## config.mk

```make
export PLATFORM = sky130hd
export DESIGN_NAME = feedback_seq_gen
export DESIGN_NICKNAME = d
export VERILOG_FILES = /design/src/rtl/feedback_seq_gen.sv
export SDC_FILE = /design/constraint.sdc
export NUM_CORES = 1
export LEC_CHECK = 0
export ABC_AREA = 1
export BUFFER_PORTS_ARGS = -buffer_cell sky130_fd_sc_hd__buf_2
export CORE_MARGIN = 1.5
export CORE_UTILIZATION = 30
export CTS_CLUSTER_DIAMETER = 150
export DETAILED_ROUTE_END_ITERATION = 6
export GPL_ROUTABILITY_DRIVEN = 1
export GPL_TIMING_DRIVEN = 1
export PLACE_DENSITY = 0.56
export RECOVER_POWER = 50
export SYNTH_ARGS = -nofsm -noshare
export SYNTH_HDL_FRONTEND = slang
export SYNTH_SLANG_ARGS = --single-unit
```

## constraint.sdc

```tcl
create_clock -name clk -period 1.2 [get_ports clk]
set_input_delay 0.12 -clock clk [delete_from_list [all_inputs] [get_ports clk]]
set_output_delay 0.12 -clock clk [all_outputs]
set_load 0.05 [all_outputs]
```

## src/rtl/feedback_seq_gen.sv

```systemverilog
// feedback_seq_gen: WIDTH-bit registered feedback sequence generator.
// mode 0 steps a Fibonacci LFSR (feedback = XOR of TAPS-selected bits),
// mode 1 steps a Johnson (twisted-ring) counter. Load has priority over en;
// an all-zero load in LFSR mode is replaced by SEED and flagged on lock_err.
// Optional feature macro: PERIOD_CNT_EN (adds the CNT_W-bit period counter;
// when undefined, period is tied to 0).
module feedback_seq_gen #(
   parameter int unsigned           WIDTH = 8,
   parameter logic [WIDTH-1:0]      TAPS  = 8'hB8,
   parameter logic [WIDTH-1:0]      SEED  = 8'h01,
   parameter int unsigned           CNT_W = 16
) (
   input  logic             clk,
   input  logic             reset,
   input  logic             en,
   input  logic             mode,
   input  logic             load,
   input  logic [WIDTH-1:0] load_data,
   output logic [WIDTH-1:0] state,
   output logic             y,
   output logic             wrap,
   output logic             lock_err,
   output logic [CNT_W-1:0] period
);

   // A zero seed would lock the LFSR, so it is promoted to 1.
   localparam logic [WIDTH-1:0] SEED_EFF = (SEED == '0) ? WIDTH'(1) : SEED;

   logic [WIDTH-1:0] state_q, state_d;
   logic             wrap_q, wrap_d;
   logic             lock_err_q, lock_err_d;
   logic [WIDTH-1:0] step_v;

   // Next-state selection: load > en > hold; pulses default low.
   always_comb begin
      state_d    = state_q;
      wrap_d     = 1'b0;
      lock_err_d = 1'b0;
      if (mode) begin
         step_v = {state_q[WIDTH-2:0], ~state_q[WIDTH-1]};
      end else begin
         step_v = {state_q[WIDTH-2:0], ^(state_q & TAPS)};
      end
      if (load) begin
         if (!mode && (load_data == '0)) begin
            state_d    = SEED_EFF;
            lock_err_d = 1'b1;
         end else begin
            state_d = load_data;
         end
      end else if (en) begin
         state_d = step_v;
         wrap_d  = (step_v == SEED_EFF);
      end
   end

   // State and pulse registers, async reset to the seed.
   always_ff @(posedge clk or posedge reset) begin
      if (reset) begin
         state_q    <= SEED_EFF;
         wrap_q     <= 1'b0;
         lock_err_q <= 1'b0;
      end else begin
         state_q    <= state_d;
         wrap_q     <= wrap_d;
         lock_err_q <= lock_err_d;
      end
   end

   assign state    = state_q;
   assign y        = state_q[WIDTH-1];
   assign wrap     = wrap_q;
   assign lock_err = lock_err_q;

`ifdef PERIOD_CNT_EN
   logic [CNT_W-1:0] cnt_q, cnt_d;
   logic [CNT_W-1:0] period_q, period_d;
   logic [CNT_W-1:0] cnt_inc;

   // Step counter: saturating increment; captured into period on a wrap step.
   always_comb begin
      cnt_d    = cnt_q;
      period_d = period_q;
      cnt_inc  = (cnt_q == '1) ? cnt_q : cnt_q + CNT_W'(1);
      if (load) begin
         cnt_d = '0;
      end else if (en) begin
         if (wrap_d) begin
            period_d = cnt_inc;
            cnt_d    = '0;
         end else begin
            cnt_d = cnt_inc;
         end
      end
   end

   // Counter and period registers.
   always_ff @(posedge clk or posedge reset) begin
      if (reset) begin
         cnt_q    <= '0;
         period_q <= '0;
      end else begin
         cnt_q    <= cnt_d;
         period_q <= period_d;
      end
   end

   assign period = period_q;
`else
   assign period = '0;
`endif

endmodule

```

==> flow_summary.toml, run 1 <==
[outcome]
status = "finished, final reports clean"

[die]
core_um2 = 2170
fp.dieW_um = 50.5
ios = 40
initial_core_util = 0.312
std_cell_rows = 17
die-area_um2 = 2550
die_y_um = 50.5

[routing]
drt_first_pass_iters = 4
drt_iter0_drc = 7
vias = 628
avgRoutedWirePerCell_um = 10.2
drt_wl_total_um = 1440
drc = 0
via_per_inst = 4.42
ant_nets = 0

[global_routing]
grt_start_max_net_pins = 11
antenna_found_initial = 0
grt_pass1_wl_um = 2350
grt_pass1_vias = 573
grt_use_total = 0.124
gr-total-overflow = 0

[critical_path]
crit_type = "flop to output port"
slowest_delay_ns = 0.54
path_delay_family = "flip-flops"
r2r_start = "state[4]"
startpoint_type = "flop"
r2r_slack_ns = 0.10
worstPathCellList = "buf_2"
path_buf_inv = 1
worstSetupEndpointType = "output port"
timing.rr.end = "state[0]"
required_ns = 1.08
r2r_cells = 10
worstPathMaxFanout = 3
arrival_ns = 1.06
critPathSlowestCell = "dfstp_2"

[final_layout]
drive_gt1_frac = 0.333
area_growth_pct = 16.3
num_antenna_cells = 0
final_nets = 128
design_area_um2 = 787

[timing]
fin_crit_sh = 0.983
tns_ns = 0
setup_viol = 0
slew_viol_final = 0
skew_ns = 0.00877
hold_violations = 0
min_period_ns = 1.18
max_freq_mhz = 848
grt_setup_unrepaired = "false"

[logic_synthesis]
ys_seq_area_frac = 0.372
post-synth-top-count-cell = "buf_4"
ys_warn_count = 0
synth_top_area_share = 0.333
async_flop_share = 1.00
syn_area_per_cell_um2 = 7.61
synth_commonest_cells = "buf_4, nor2_1, nand2_1, dfrtp_1, inv_1"
netlist_area_um2 = 677
synthTopCellsByArea = "dfrtp_1, buf_4, nor2_1"
synth-edff-count = 0
ys_seq_elements = 10
ys_types = 23
synth_area_leader_cell = "dfrtp_1"
syn-instance-count = 89
synth_flop_cell = "dfrtp_1"

[worst_hold_path]
holdPathStages = 3
hold_class = "input pin to flop"
hold_end = "state[5]"
hold_start = "load_data[5]"

[clock_tree]
cts_buffer_depth = 2
cts_sinks = 10
root_buffer = "clkbuf_4"
cts_tree = "done"
post_cts_resized = 0
cts_made_buffers = 3
cts.reportedPaths.clkPinSlew_ns = 0.07
cts_max_level = 1
clk_latency_ns = 0.27

[power]
combPwrFrac = 0.395
netSwitchingFraction = 0.458
seqPwrFrac = 0.373
clkPwrFrac = 0.232
power.density_nw_per_um2 = 1370
ir_drop_v = 0.000478
p_leak_nw = 0.431
power_switching_mw = 0.494
p_int_mw = 0.585

[placement]
io_buffer_count = 23
place_hpwl_um = 1130
place_area_um2 = 752
routabilityCongestion = 0.878

[flow_run]
cap_viol_max_count = 0
placed cells by master (no fill, tap or decap), drive strengths merged, types with 3 or more instances in the layout:
cell type  count
nor2          14
inv           11
dfrtp          9
nand2         15
conb          16
o22ai          4
nand3          3
buf           23
clkbuf         4
kinds of logic after synthesis:
group           count (synthesis)  synth area share
compound gates                 11            0.0998
buf+inv                        30             0.268
simple gates                   37             0.255
flops                          10             0.372
other cells                     1           0.00554
repair_timing:
item / CTS / global route
hold buffers: 1 / 0
endpoints found under the hold margin: 9 / 0
setup buffers: 0 / 0
worst max path at each step:
stage             start        to  slack (ns)  depth (start not counted)
5_1_grt        state[0]  state[0]      0.0006                          1
4_1_cts        state[0]  state[0]        0.02                          1
2_1_floorplan  state[4]  state[0]        0.03                          9
3_5_place_dp   state[4]  state[0]        0.13                          8
3_3_place_gp   state[5]  state[0]        0.14                         10
6_report       state[0]  state[0]        0.02                          1
final cells by class:
| type | instances | area (µm²) |
|---|---|---|
| flip-flops and latches | 10 | 254 |
| multi-input cells | 64 | 300 |
| clock buffers | 4 | 26.3 |
| repair buffers | 24 | 125 |
| inverters | 12 | 46.3 |
| fillers | 249 | 1380 |
| well taps | 28 | 35.0 |
power groups by stage:
stage | Sequential [mW] | Clock, mW | Combinational (mW)
2_1_floorplan | 0.516 | 0 | 0.280
3_3_place_gp | 0.409 | 0 | 0.423
3_5_place_dp | 0.409 | 0 | 0.424
4_1_cts | 0.403 | 0.252 | 0.428
5_1_grt | 0.407 | 0.267 | 0.454
6_report | 0.402 | 0.251 | 0.427
flip-flops by register name, indices dropped and copies added (netlist names):
name,cells
lock_err,1
state,8
wrap,1
stage by stage:
step / setup slack (ns) / cells / utilization / power (mW) / hold slack, ns
after floorplan: 0.0296 / 104 / - / 0.796 / -0.0407
after global placement: 0.135 / 137 / 0.347 / 0.832 / 0.124
after detailed placement: 0.129 / 137 / 0.347 / 0.834 / 0.125
after CTS: 0.0160 / 142 / 0.363 / 1.08 / 0.111
after global routing: 0.000587 / 142 / 0.363 / 1.13 / 0.120
final: 0.0206 / 142 / 0.363 / 1.08 / 0.104
routing by layer:
layer / part of all wire / routed length [µm] / track usage / vias to the layer above
li1: - / - / - / 303
met2: 0.50 / 715 / 0.215 / 29
met1: 0.40 / 579 / 0.129 / 290
met3: 0.069 / 99 / 0.0238 / 6
met4: 0.034 / 49 / 0.0991 / 0
met5: 0 / 0 / 0 / -
(Power assumes the default switching activity.)
==> run 2: changes to the inputs <==
==> constraint.sdc (replaced) <==
create_clock -name clk -period 1.2 [get_ports clk]
set_input_delay 0.3 -clock clk [delete_from_list [all_inputs] [get_ports clk]]
set_output_delay 0.3 -clock clk [all_outputs]
set_load 0.05 [all_outputs]
==> run 2 against run 1 <==
The flow now finishes with violations (setup timing). First-iteration DRC count is 43% lower. Worst hold slack improved by 0.18 ns. Routed wire length shrank 4.2%. Utilization increased by 4.0 points. Global-route usage fell by 0.83 points. Via count fell by 1.6%. Highest routed layer unchanged.
==> flow_summary.toml, run 2 (synthesis results as in run 1) <==
[outcome]
status = "finished, violations left"
violations = "setup timing"

[die]
ios = 40
std_cell_rows = 17
core_um2 = 2170
fp.dieW_um = 50.5
initial_core_util = 0.312
die_y_um = 50.5
die-area_um2 = 2550

[final_layout]
drive_gt1_frac = 0.368
design_area_um2 = 875
final_common_cell = "conb_1"
final_util = 0.403
finalNonFillerCells = 145
largest_reg_flops = 8
fill_cells = 230
regArea_um2 = 256
final_nets = 131
num_antenna_cells = 0
area_growth_pct = 29.2
final_cell_mix = "conb_1, buf_2, nor2_1"
multiInputGateArea_um2 = 300

[critical_path]
slowest_delay_ns = 0.55
path_buf_inv = 1
worstPathMaxFanout = 2
startpoint_type = "flop"
path_delay_family = "flip-flops"
arrival_ns = 0.97
critPathSlowestCell = "dfstp_2"
worstSetupEndpointType = "output port"
worstPathCellList = "buf_8"
required_ns = 0.90
crit_type = "flop to output port"

[clock_tree]
clk_latency_ns = 0.27
cts_tree = "done"
cts.reportedPaths.clkPinSlew_ns = 0.07
cts_made_buffers = 3
cts_sinks = 10
cts_max_level = 1
root_buffer = "clkbuf_4"
cts_buffer_depth = 2

[power]
p_int_mw = 0.698
ir_drop_v = 0.000439
netSwitchingFraction = 0.421
seqPwrFrac = 0.340
p_leak_nw = 0.465
clkPwrFrac = 0.260
combPwrFrac = 0.400
design_power_total_mw = 1.20
power_switching_mw = 0.507
power.density_nw_per_um2 = 1380

[placement]
dp.cells = 137
routabilityCongestion = 0.844
place_hpwl_um = 1110
io_buffer_count = 23
place_area_um2 = 753

[worst_hold_path]
hold_class = "input pin to flop"

[global_routing]
grt_use_total = 0.115
grt_pass1_vias = 522
antenna_found_initial = 0
grt_pass1_wl_um = 2090
gr-total-overflow = 0
grt_start_max_net_pins = 11

[timing]
hold_violations = 0
setup_slack_ns = -0.0670
min_period_ns = 1.27
tns_ns = -0.0670
slew_viol_final = 0
setup_viol = 1
fin_crit_sh = 1.06
grt_setup_unrepaired = "true"
skew_ns = 0.00265
max_freq_mhz = 789

[routing]
drt_wl_total_um = 1380
dr_wl_met2_um = 687
drt_first_pass_iters = 2
avgRoutedWirePerCell_um = 9.54
wl_met1_um = 555
vias = 618
via_per_inst = 4.26
maxUsedRoutingLayer = "met4"
drt_iter0_drc = 4
ant_nets = 0
drc = 0
wl_met3_um = 85

[flow_run]
cap_viol_max_count = 0
## run 2: final timing paths
check | slack [ns] | start | cells past startpoint | to
max | -0.07 | state[0] | 1 | state[0]
min | 0.29 | load_data[4] | 3 | state[4]
max reg2reg | 0.09 | state[5] | 9 | state[0]
min reg2reg | 0.59 | state[1] | 2 | state[2]
max in group asynchronous | 0.36 | reset | 3 | state[0]
min in group asynchronous | 0.53 | reset | 3 | wrap
## run 2: layer usage
metal	global-route usage	up-vias
met5	0	-
met4	0.108	0
met3	0.0179	5
met2	0.206	28
met1	0.112	276
li1	-	309
## run 2: repair_timing
action / CTS / global route
hold endpoints to repair: 5 / 0
hold buffers: 1 / 0
setup endpoints to repair: 9 / 7
buffers inserted: 1 / 2
gates resized for setup: 13 / 4
## run 2: area by class of cell
cell class                 count  share of cell area
sequential                    10               0.293
inverter                      12              0.0529
multi-input combinational     64               0.343
clock buffer                   4              0.0415
tap                           28              0.0401
timing repair buffer          27               0.229
## run 2: power by group through the flow
stage / clock network, mW / logic, mW / registers [mW]
4_1_cts: 0.318 / 0.463 / 0.408
2_1_floorplan: 0 / 0.279 / 0.517
3_5_place_dp: 0 / 0.420 / 0.411
3_3_place_gp: 0 / 0.421 / 0.409
5_1_grt: 0.332 / 0.510 / 0.414
6_report: 0.313 / 0.482 / 0.410
## run 2: through the flow
| step | hold WS, ns | worst slack, ns |
|---|---|---|
| after CTS | 0.289 | -0.0735 |
| after floorplan | 0.139 | -0.00104 |
| after global routing | 0.298 | -0.0929 |
| final | 0.285 | -0.0670 |
| after detailed placement | 0.295 | 0.101 |
| after global placement | 0.297 | 0.105 |
